`config.mk`:
```
export PLATFORM = sky130hd
export DESIGN_NAME = regfile_wb_arbiter
export DESIGN_NICKNAME = d
export VERILOG_FILES = /design/src/rtl/regfile_wb_arbiter_pkg.sv /design/src/rtl/regfile_wb_arbiter_rr.sv /design/src/rtl/regfile_wb_arbiter.sv
export SDC_FILE = /design/constraint.sdc
export NUM_CORES = 1
export LEC_CHECK = 0
export ABC_AREA = 1
export ABC_CLOCK_PERIOD_IN_PS = 6600
export CORE_MARGIN = 2
export CORE_UTILIZATION = 44
export DETAILED_ROUTE_END_ITERATION = 16
export GPL_ROUTABILITY_DRIVEN = 0
export MAX_ROUTING_LAYER = met4
export PLACE_DENSITY = 0.87
export SETUP_SLACK_MARGIN = 0.5
export SLEW_MARGIN = 20
export SYNTH_ARGS = -nofsm -noshare
export SYNTH_HDL_FRONTEND = slang
export SYNTH_HIERARCHICAL = 1
export SYNTH_SLANG_ARGS = --single-unit
```
`constraint.sdc`:
```
create_clock -name CLK -period 6.6 [get_ports CLK]
set_clock_uncertainty 0.15 [all_clocks]
set_input_delay 0.66 -clock CLK [delete_from_list [all_inputs] [get_ports CLK]]
set_output_delay 0.66 -clock CLK [all_outputs]
set_load 0.02 [all_outputs]
```
`src/rtl/regfile_wb_arbiter_pkg.sv`:
```
// Shared constants for the register-file write-back arbiter.
package regfile_wb_arbiter_pkg;

  localparam int DW    = 32;  // default write-data width
  localparam int NREQ  = 3;   // default number of write-back requesters
  localparam int AW    = 4;   // register number width
  localparam int NREGS = 16;  // architectural registers tracked by the scoreboard

  // Requester indices, lowest index first.
  localparam int REQ_ALU  = 0;
  localparam int REQ_LOAD = 1;
  localparam int REQ_LINK = 2;

  // Writing the program counter redirects fetch.
  localparam logic [AW-1:0] REG_PC = 4'hF;

  // One-hot mask for a register number.
  function automatic logic [NREGS-1:0] reg_mask(input logic [AW-1:0] r);
    return NREGS'(1) << r;
  endfunction

endpackage

```
`src/rtl/regfile_wb_arbiter_rr.sv`:
```
// Round-robin grant logic for the write-back port. PTR names the requester
// scanned first; it advances past each winner and holds when nobody is granted.
module wb_rr_arbiter #(
  parameter int NREQ = 3
) (
  input  logic            clk,
  input  logic            rst,
  input  logic            stall,
  input  logic [NREQ-1:0] valid,
  output logic [NREQ-1:0] ready
);

  localparam int PW = (NREQ > 1) ? $clog2(NREQ) : 1;

  logic [PW-1:0] ptr;
  logic [PW-1:0] ptr_next;
  logic          found;
  int            idx;

  // Scan from PTR with wrap-around; first valid requester wins.
  always_comb begin
    // NOTE: every variable gets a default before any conditional assignment so no latch is inferred.
    ready    = '0;
    ptr_next = ptr;
    found    = 1'b0;
    idx      = 0;
    if (!rst && !stall) begin
      for (int k = 0; k < NREQ; k++) begin
        idx = int'(ptr) + k;
        if (idx >= NREQ) idx = idx - NREQ;
        if (!found && valid[idx]) begin
          found      = 1'b1;
          ready[idx] = 1'b1;
          ptr_next   = (idx == NREQ - 1) ? '0 : PW'(idx + 1);
        end
      end
    end
  end

  // Priority pointer register.
  always_ff @(posedge clk) begin
    // NOTE: sequential state uses non-blocking assignments so all flops sample before any update.
    if (rst) ptr <= '0;
    else     ptr <= ptr_next;
  end

endmodule

```
`src/rtl/regfile_wb_arbiter.sv`:
```
// Register-file write-back arbiter: picks one requester per cycle, registers
// the write for the register file, and keeps a pending-write scoreboard.
module regfile_wb_arbiter
  import regfile_wb_arbiter_pkg::*;
#(
  parameter int DW   = regfile_wb_arbiter_pkg::DW,
  parameter int NREQ = regfile_wb_arbiter_pkg::NREQ
) (
  input  logic               CLK,
  input  logic               RST,
  input  logic [NREQ-1:0]    REQ_VALID,
  output logic [NREQ-1:0]    REQ_READY,
  input  logic [4*NREQ-1:0]  REQ_ADDR,
  input  logic [DW*NREQ-1:0] REQ_DATA,
  input  logic               WB_STALL,
  input  logic               RSV_EN,
  input  logic [3:0]         RSV_ADDR,
  output logic               WE,
  output logic [3:0]         WADDR,
  output logic [DW-1:0]      WDATA,
  output logic [15:0]        BUSY,
  output logic               PC_FLUSH
);

  logic          xfer;
  logic [3:0]    sel_addr;
  logic [DW-1:0] sel_data;
  logic [15:0]   set_mask;
  logic [15:0]   clr_mask;

  wb_rr_arbiter #(.NREQ(NREQ)) u_arb (
    .clk  (CLK),
    .rst  (RST),
    .stall(WB_STALL),
    .valid(REQ_VALID),
    .ready(REQ_READY)
  );

  // Select the address and data of the requester that transfers this cycle.
  always_comb begin
    xfer     = 1'b0;
    sel_addr = '0;
    sel_data = '0;
    for (int i = 0; i < NREQ; i++) begin
      if (REQ_VALID[i] && REQ_READY[i]) begin
        xfer     = 1'b1;
        sel_addr = REQ_ADDR[4*i +: 4];
        sel_data = REQ_DATA[DW*i +: DW];
      end
    end
  end

  // Write port register: one cycle after the transfer; address/data hold when idle.
  always_ff @(posedge CLK) begin
    if (RST) begin
      WE    <= 1'b0;
      WADDR <= '0;
      WDATA <= '0;
    end else begin
      WE <= xfer;
      if (xfer) begin
        WADDR <= sel_addr;
        WDATA <= sel_data;
      end
    end
  end

  // Scoreboard masks: a reservation at the same edge as a write-back overrides the clear.
  always_comb begin
    set_mask = RSV_EN ? reg_mask(RSV_ADDR) : '0;
    clr_mask = WE ? reg_mask(WADDR) : '0;
  end

  // Pending-write scoreboard.
  always_ff @(posedge CLK) begin
    if (RST) BUSY <= '0;
    else     BUSY <= (BUSY & ~clr_mask) | set_mask;
  end

  assign PC_FLUSH = WE && (WADDR == REG_PC);

endmodule

```
==> Flow_metrics.wiki, run 1 <==
{| class="wikitable"
! Metric !! Value
|-
| Outcome || completed
|-
| Class of the tightest hold or removal check || reg2reg
|-
| Final worst path period share || 0.673
|-
| Total global routing overflow || 0
|-
| Vias || 4,167
|-
| Setup repair after global routing missed its margin || no
|-
| Clock insertion delay at the later pin of the skew report || 0.30 ns
|-
| Crit-path max FO || 41
|-
| H-tree level count || 2
|-
| Total number of clock tree sinks || 55
|-
| Total placed instance area || 5110 µm²
|-
| Router iterations before antenna repair || 5
|-
| Synthesized net count || 669
|-
| Vias in the first global route || 3,952
|-
| Average wire per cell in the routed design || 13.9 µm
|-
| Detailed-route wire length || 11,100 µm
|-
| Core outline area || 7650 µm²
|-
| Sort of element at the end of the critical path || output port
|-
| TritonCTS clock tree || yes
|-
| Clock transition at the registers of the reported paths || 0.10 ns
|-
| I/O pin total || 176
|-
| Count of hold buffers inserted by post-cts repair || 0
|-
| Cell breakdown of the critical path || clkdlybuf4s50_1, buf_4, inv_1, nand2_1, nand3_1, nand2_2, nand3_4, nor2_2, inv_1, a21oi_2, buf_4, clkdlybuf4s50_1
|-
| Count of filler cells inserted in the layout || 688
|-
| Final std cell area, no fill || 5230 µm²
|-
| Seq. cell area || 1100 µm²
|-
| Area growth from synthesis to final layout || 52.0%
|-
| Worst-path cell with the longest stage delay || clkdlybuf4s50_1
|-
| Async set-reset flop share out of synthesis || 0
|-
| Via-per-instance ratio || 5.22
|-
| Horizontal die dimension || 92.4 µm
|-
| Num CTS Buffers || 5
|-
| Final critical path time including I/O delays and setup || 4.44 ns
|-
| Number of cell rows || 32
|-
| Share of cells above drive strength 1 || 0.0517
|-
| Leading register cell type out of synthesis || dfxtp_1
|-
| Detailed placer's ending HPWL || 8170 µm
|-
| # setup viols final || 0
|-
| Number of remaining DRC errors || 0
|-
| Max incr delay on CP || 0.67 ns
|-
| Top post-synthesis cells by count || 115 x nand2_1, 91 x nand3_1, 88 x nor2_1
|-
| IO buf count || 175
|-
| Cell types with the largest area share after synthesis || dfxtp_1 32%, nand3_1 13%, nand2_1 13%
|-
| Initial core utilization || 0.450
|-
| Area of combinational cells with multiple inputs || 2010 µm²
|-
| Post-synthesis average cell area || 6.30 µm²
|-
| Top achievable clock speed || 225 MHz
|-
| Number of DRC markers after the initial detailed-route iteration || 250
|-
| Number of enable flip-flop cells after synthesis || 0
|-
| All-Layer GR Usage || 0.261
|-
| DIE AREA || 8540 µm²
|-
| Count of buffers added by post-CTS timing repair for setup || 0
|-
| Total power per unit cell area || 311 nW/µm²
|-
| Final nets || 818
|-
| Min Hold Slack || 0.325 ns
|-
| YS warnings || 6
|-
| Number of failing hold endpoints at the final stage || 0
|-
| Distinct cells, synth || 25
|-
| Most instantiated library cell after synthesis || nand2_1
|-
| Flop and latch count out of synthesis || 55
|-
| Clk root buf || clkbuf_8
|-
| Top cell type's share of synthesized area || 0.320
|-
| Sum of negative setup slack || 0 ns
|-
| Startpoint type of the worst setup path || input port
|-
| Global-route wire length before repair || 17,800 µm
|-
| Leakage dissipation || 1.91 nW
|-
| Worst vdd rail ir drop || 0.239 mV
|-
| Post-DRT Antenna Nets || 0
|-
| Final slew viol count || 0
|-
| Setup slack on the worst flop-to-flop path || 2.93 ns
|-
| Sequential cell area fraction in the yosys report || 0.320
|-
| Post-Synthesis Cells || 546
|-
| Slew @ Worst Pin || 1.07 ns
|-
| Maximum capacitance violations || 0
|-
| WP data required || 5.79 ns
|-
| Antenna violations before repair || 0
|-
| Placed Cells incl. Taps || 790
|-
| Post-synthesis cell type with the largest combined area || dfxtp_1
|-
| Number of gates resized after cts || 0
|-
| Worst-case clock buffer depth || 2
|-
| Layout Utilization || 0.684
|-
| Worst Setup Path Type || in2out
|-
| Final standard cell count with taps included and fillers excluded || 798
|-
| Synthesized area || 3440 µm²
|-
| ANT cells || 0
|-
| Headroom to the max-slew limit || 0.283
|-
| Maximum number of pins on one net before global-route repair || 74
|-
| Die Y-Extent || 92.4 µm
|-
| Signal arrival time at the worst endpoint || 3.63 ns
|}
## critical path, delay by kind of cell
kind / cells / cell delay, ns
and+or+nand+nor: 5 / 0.49
AOI/OAI and AO/OA: 1 / 0.37
buffers and inverters: 6 / 2.09
## stage by stage
stage,setup slack [ns],total power [mW]
final,2.16,1.63
after global routing,1.96,1.75
after CTS,2.18,1.63
after detailed placement,2.20,1.40
after global placement,2.32,1.37
after floorplan,3.70,1.09
## state kept, by name, indices dropped and copies added, names as in the netlist
name	flops
WDATA	32
BUSY	16
WADDR	4
u_arb/ptr	2
WE	1
## metal layers
layer / part of all wire / vias up / track usage
met5: 0 / - / -
met3: 0.084 / 26 / 0.0513
met4: 0.023 / 0 / 0.0896
li1: - / 2104 / -
met2: 0.49 / 206 / 0.460
met1: 0.40 / 1831 / 0.294
## area by class of cell
class / count / share of cell area
inverter: 28 / 0.0206
tap: 102 / 0.0244
clock inverter: 3 / 0.00886
clock buffer: 5 / 0.0132
timing repair buffer: 177 / 0.338
sequential: 55 / 0.211
multi-input combinational: 428 / 0.384
## path summary, 6_finish.rpt
| path | cells after the start | end | start |
|---|---|---|---|
| setup reg to reg | 16 | WDATA[22]$_SDFFE_PP0P_ | u_arb/ptr[0]$_SDFFE_PP0P_ |
| setup / recovery | 12 | REQ_READY[0] | REQ_VALID[0] |
| hold reg to reg | 2 | BUSY[4]$_SDFF_PP0_ | BUSY[4]$_SDFF_PP0_ |
| hold / removal | 2 | BUSY[4]$_SDFF_PP0_ | BUSY[4]$_SDFF_PP0_ |
## power breakdown
group          total (mW)  switching (mW)  internal, mW
logic               0.920           0.539         0.381
clock network       0.224           0.109         0.114
registers           0.481          0.0614         0.420
## cell families (layout without fill, tap and decap cells)
family	count (synthesis)	count (layout)	share of synthesized area
AOI/OAI and AO/OA	104	104	0.154
buffers and inverters	63	213	0.0953
adders and majority gates	4	4	0.0146
DFF	55	55	0.320
and+or+nand+nor	320	320	0.416
## cell usage in the layout, fill, tap and decap left out, drive strengths merged, types with 5 or more instances in the layout
master	count
nand3	96
nand2	125
clkdlybuf4s50	175
clkbuf	5
inv	28
dfxtp	55
nor2	90
o21ai	83
nand4	5
a21oi	20
No activity file was read; power rests on OpenSTA's default activity.
==> run 2, diff against run 1 <==
Settings changed: ABC_CLOCK_PERIOD_IN_PS 6600 to 4400, CORE_UTILIZATION 44 to 40, PLACE_DENSITY 0.87 to 0.81.
Clock period 6.6 ns to 4.4 ns, I/O delays scaled along.
==> Flow_metrics.wiki, run 2 (synthesis results as in run 1) <==
{| class="wikitable"
! Metric !! Value
|-
| Outcome || completed
|-
| Area of combinational cells with multiple inputs || 2020 µm²
|-
| Placed Cells incl. Taps || 795
|-
| Leakage dissipation || 1.91 nW
|-
| Global-route wire length before repair || 18,200 µm
|-
| ANT cells || 0
|-
| Maximum number of pins on one net before global-route repair || 74
|-
| Via-per-instance ratio || 5.16
|-
| Die Y-Extent || 96.7 µm
|-
| Number of cell rows || 33
|-
| Router iterations before antenna repair || 5
|-
| Part of the power in registers || 0.302
|-
| Largest register FFs || 32
|-
| Number of gates resized after cts || 0
|-
| Worst-path cell with the longest stage delay || clkdlybuf4s50_1
|-
| I/O pin total || 176
|-
| Detailed-route wire length || 11,500 µm
|-
| TritonCTS clock tree || yes
|-
| Detailed placer's ending HPWL || 8470 µm
|-
| Most frequent cells in the layout || 175 x clkdlybuf4s50_1, 115 x nand2_1, 91 x nand3_1
|-
| Switching portion of total power || 0.452
|-
| WP data required || 3.81 ns
|-
| Largest registers || WDATA x32, BUSY x16, WADDR x4
|-
| Core outline area || 8260 µm²
|-
| Clk network pwr share || 0.116
|-
| # setup viols final || 0
|-
| Final worst path period share || 0.810
|-
| Number of DRC markers after the initial detailed-route iteration || 171
|-
| Max incr delay on CP || 0.80 ns
|-
| Maximum capacitance violations || 0
|-
| Final critical path time including I/O delays and setup || 3.57 ns
|-
| Worst-case clock buffer depth || 2
|-
| Number of failing hold endpoints at the final stage || 0
|-
| Number of remaining DRC errors || 0
|-
| Count of buffers added by post-CTS timing repair for setup || 0
|-
| Final slew viol count || 0
|-
| Count of hold buffers inserted by post-cts repair || 0
|-
| Class of the tightest hold or removal check || reg2reg
|-
| Post-DRT Antenna Nets || 0
|-
| Clock transition at the registers of the reported paths || 0.10 ns
|-
| Worst vdd rail ir drop || 0.239 mV
|-
| Final standard cell count with taps included and fillers excluded || 803
|-
| Total number of clock tree sinks || 55
|-
| Sum of buffers and inverters on the critical path || 3
|-
| Top achievable clock speed || 280 MHz
|-
| Area growth from synthesis to final layout || 52.0%
|-
| Antenna violations before repair || 0
|-
| Combinational share of power || 0.581
|-
| Share of cells above drive strength 1 || 0.0544
|-
| Pint || 1.32 mW
|-
| Slew @ Worst Pin || 1.07 ns
|-
| Total power per unit cell area || 460 nW/µm²
|-
| Vias || 4,146
|-
| Final nets || 820
|-
| Commonest non-fill, non-tap cell in the layout || clkdlybuf4s50_1
|-
| Clk root buf || clkbuf_8
|-
| All-Layer GR Usage || 0.240
|-
| Count of filler cells inserted in the layout || 772
|-
| Clock insertion delay at the later pin of the skew report || 0.30 ns
|-
| Register containing the most flip-flops in the final layout || WDATA
|-
| Initial core utilization || 0.416
|-
| Setup repair after global routing missed its margin || no
|-
| Net switching component of the power || 1.09 mW
|-
| Cell breakdown of the critical path || clkdlybuf4s50_1, inv_1, nand2_1, nand3_1, nand2_1, nand3_1, nand2_1, nand2_1, a21oi_4, clkdlybuf4s50_1
|-
| Vias in the first global route || 3,924
|-
| IO buf count || 175
|-
| Total global routing overflow || 0
|-
| Headroom to the max-slew limit || 0.285
|-
| DIE AREA || 9350 µm²
|-
| Startpoint type of the worst setup path || input port
|-
| Average wire per cell in the routed design || 14.3 µm
|-
| Horizontal die dimension || 96.7 µm
|-
| Crit-path max FO || 15
|-
| Most repeated library cell on the critical path || nand2_1
|-
| Sum of negative setup slack || 0 ns
|-
| Worst Setup Path Type || in2out
|-
| H-tree level count || 2
|-
| Num CTS Buffers || 5
|-
| Seq. cell area || 1100 µm²
|-
| Signal arrival time at the worst endpoint || 2.98 ns
|-
| Sort of element at the end of the critical path || output port
|-
| Family with the most delay on the worst path || buffers and inverters
|}
-- run 2: worst register-to-register path, stage by stage, from the launching register on --
cell and delay, ns:
dfxtp_1 0.38, inv_1 0.09, ha_1 0.48, inv_4 0.08, nand2_1 0.07, nand3_1 0.07, nand2_1 0.12, nand2_2 0.07
nand2_1 0.08, nand2_1 0.05, a21boi_0 0.36, nand2_4 0.22, nand3_4 0.58, nand2_1 0.16, nor2_1 0.15, nor2_1 0.05
-- run 2: area by class of cell --
cell class / count / share of cell area
multi-input combinational: 428 / 0.386
timing repair buffer: 179 / 0.341
sequential: 55 / 0.211
tap: 105 / 0.0251
inverter: 28 / 0.0206
clock buffer: 5 / 0.0132
clock inverter: 3 / 0.00383
-- run 2: worst paths after layout --
| kind | slack [ns] | endpoint | cells past startpoint | from |
|---|---|---|---|---|
| max | 0.83 | REQ_READY[0] | 10 | REQ_VALID[0] |
| max reg2reg | 1.15 | WDATA[30]$_SDFFE_PP0P_ | 15 | u_arb/ptr[0]$_SDFFE_PP0P_ |
| min | 0.32 | BUSY[9]$_SDFF_PP0_ | 2 | BUSY[9]$_SDFF_PP0_ |
| min reg2reg | 0.32 | BUSY[9]$_SDFF_PP0_ | 2 | BUSY[9]$_SDFF_PP0_ |
-- run 2: routing by layer --
layer / vias up / global-route usage / routed length (µm)
met5: - / - / 0
met4: 0 / 0.0672 / 218
met3: 19 / 0.0434 / 695
met2: 167 / 0.418 / 5690
met1: 1851 / 0.284 / 4880
li1: 2109 / - / -
-- run 2: power groups by stage --
| stage | Combinational, mW | Clock, mW | Sequential, mW |
|---|---|---|---|
| 2_1_floorplan | 0.762 | 0 | 0.868 |
| 3_3_place_gp | 1.35 | 0 | 0.729 |
| 3_5_place_dp | 1.39 | 0 | 0.732 |
| 4_1_cts | 1.39 | 0.286 | 0.725 |
| 5_1_grt | 1.52 | 0.304 | 0.742 |
| 6_report | 1.40 | 0.280 | 0.726 |
-- run 2: stage by stage --
step	total power [mW]	util	instance area (µm²)	setup slack [ns]	hold slack, ns
after CTS	2.40	0.633	5230	0.868	0.326
after floorplan	1.63	-	3440	1.50	0.386
final	2.40	0.633	5230	0.834	0.320
after global routing	2.56	0.633	5230	0.626	0.339
after global placement	2.08	0.622	5140	0.952	0.300
after detailed placement	2.12	0.622	5140	0.836	0.311
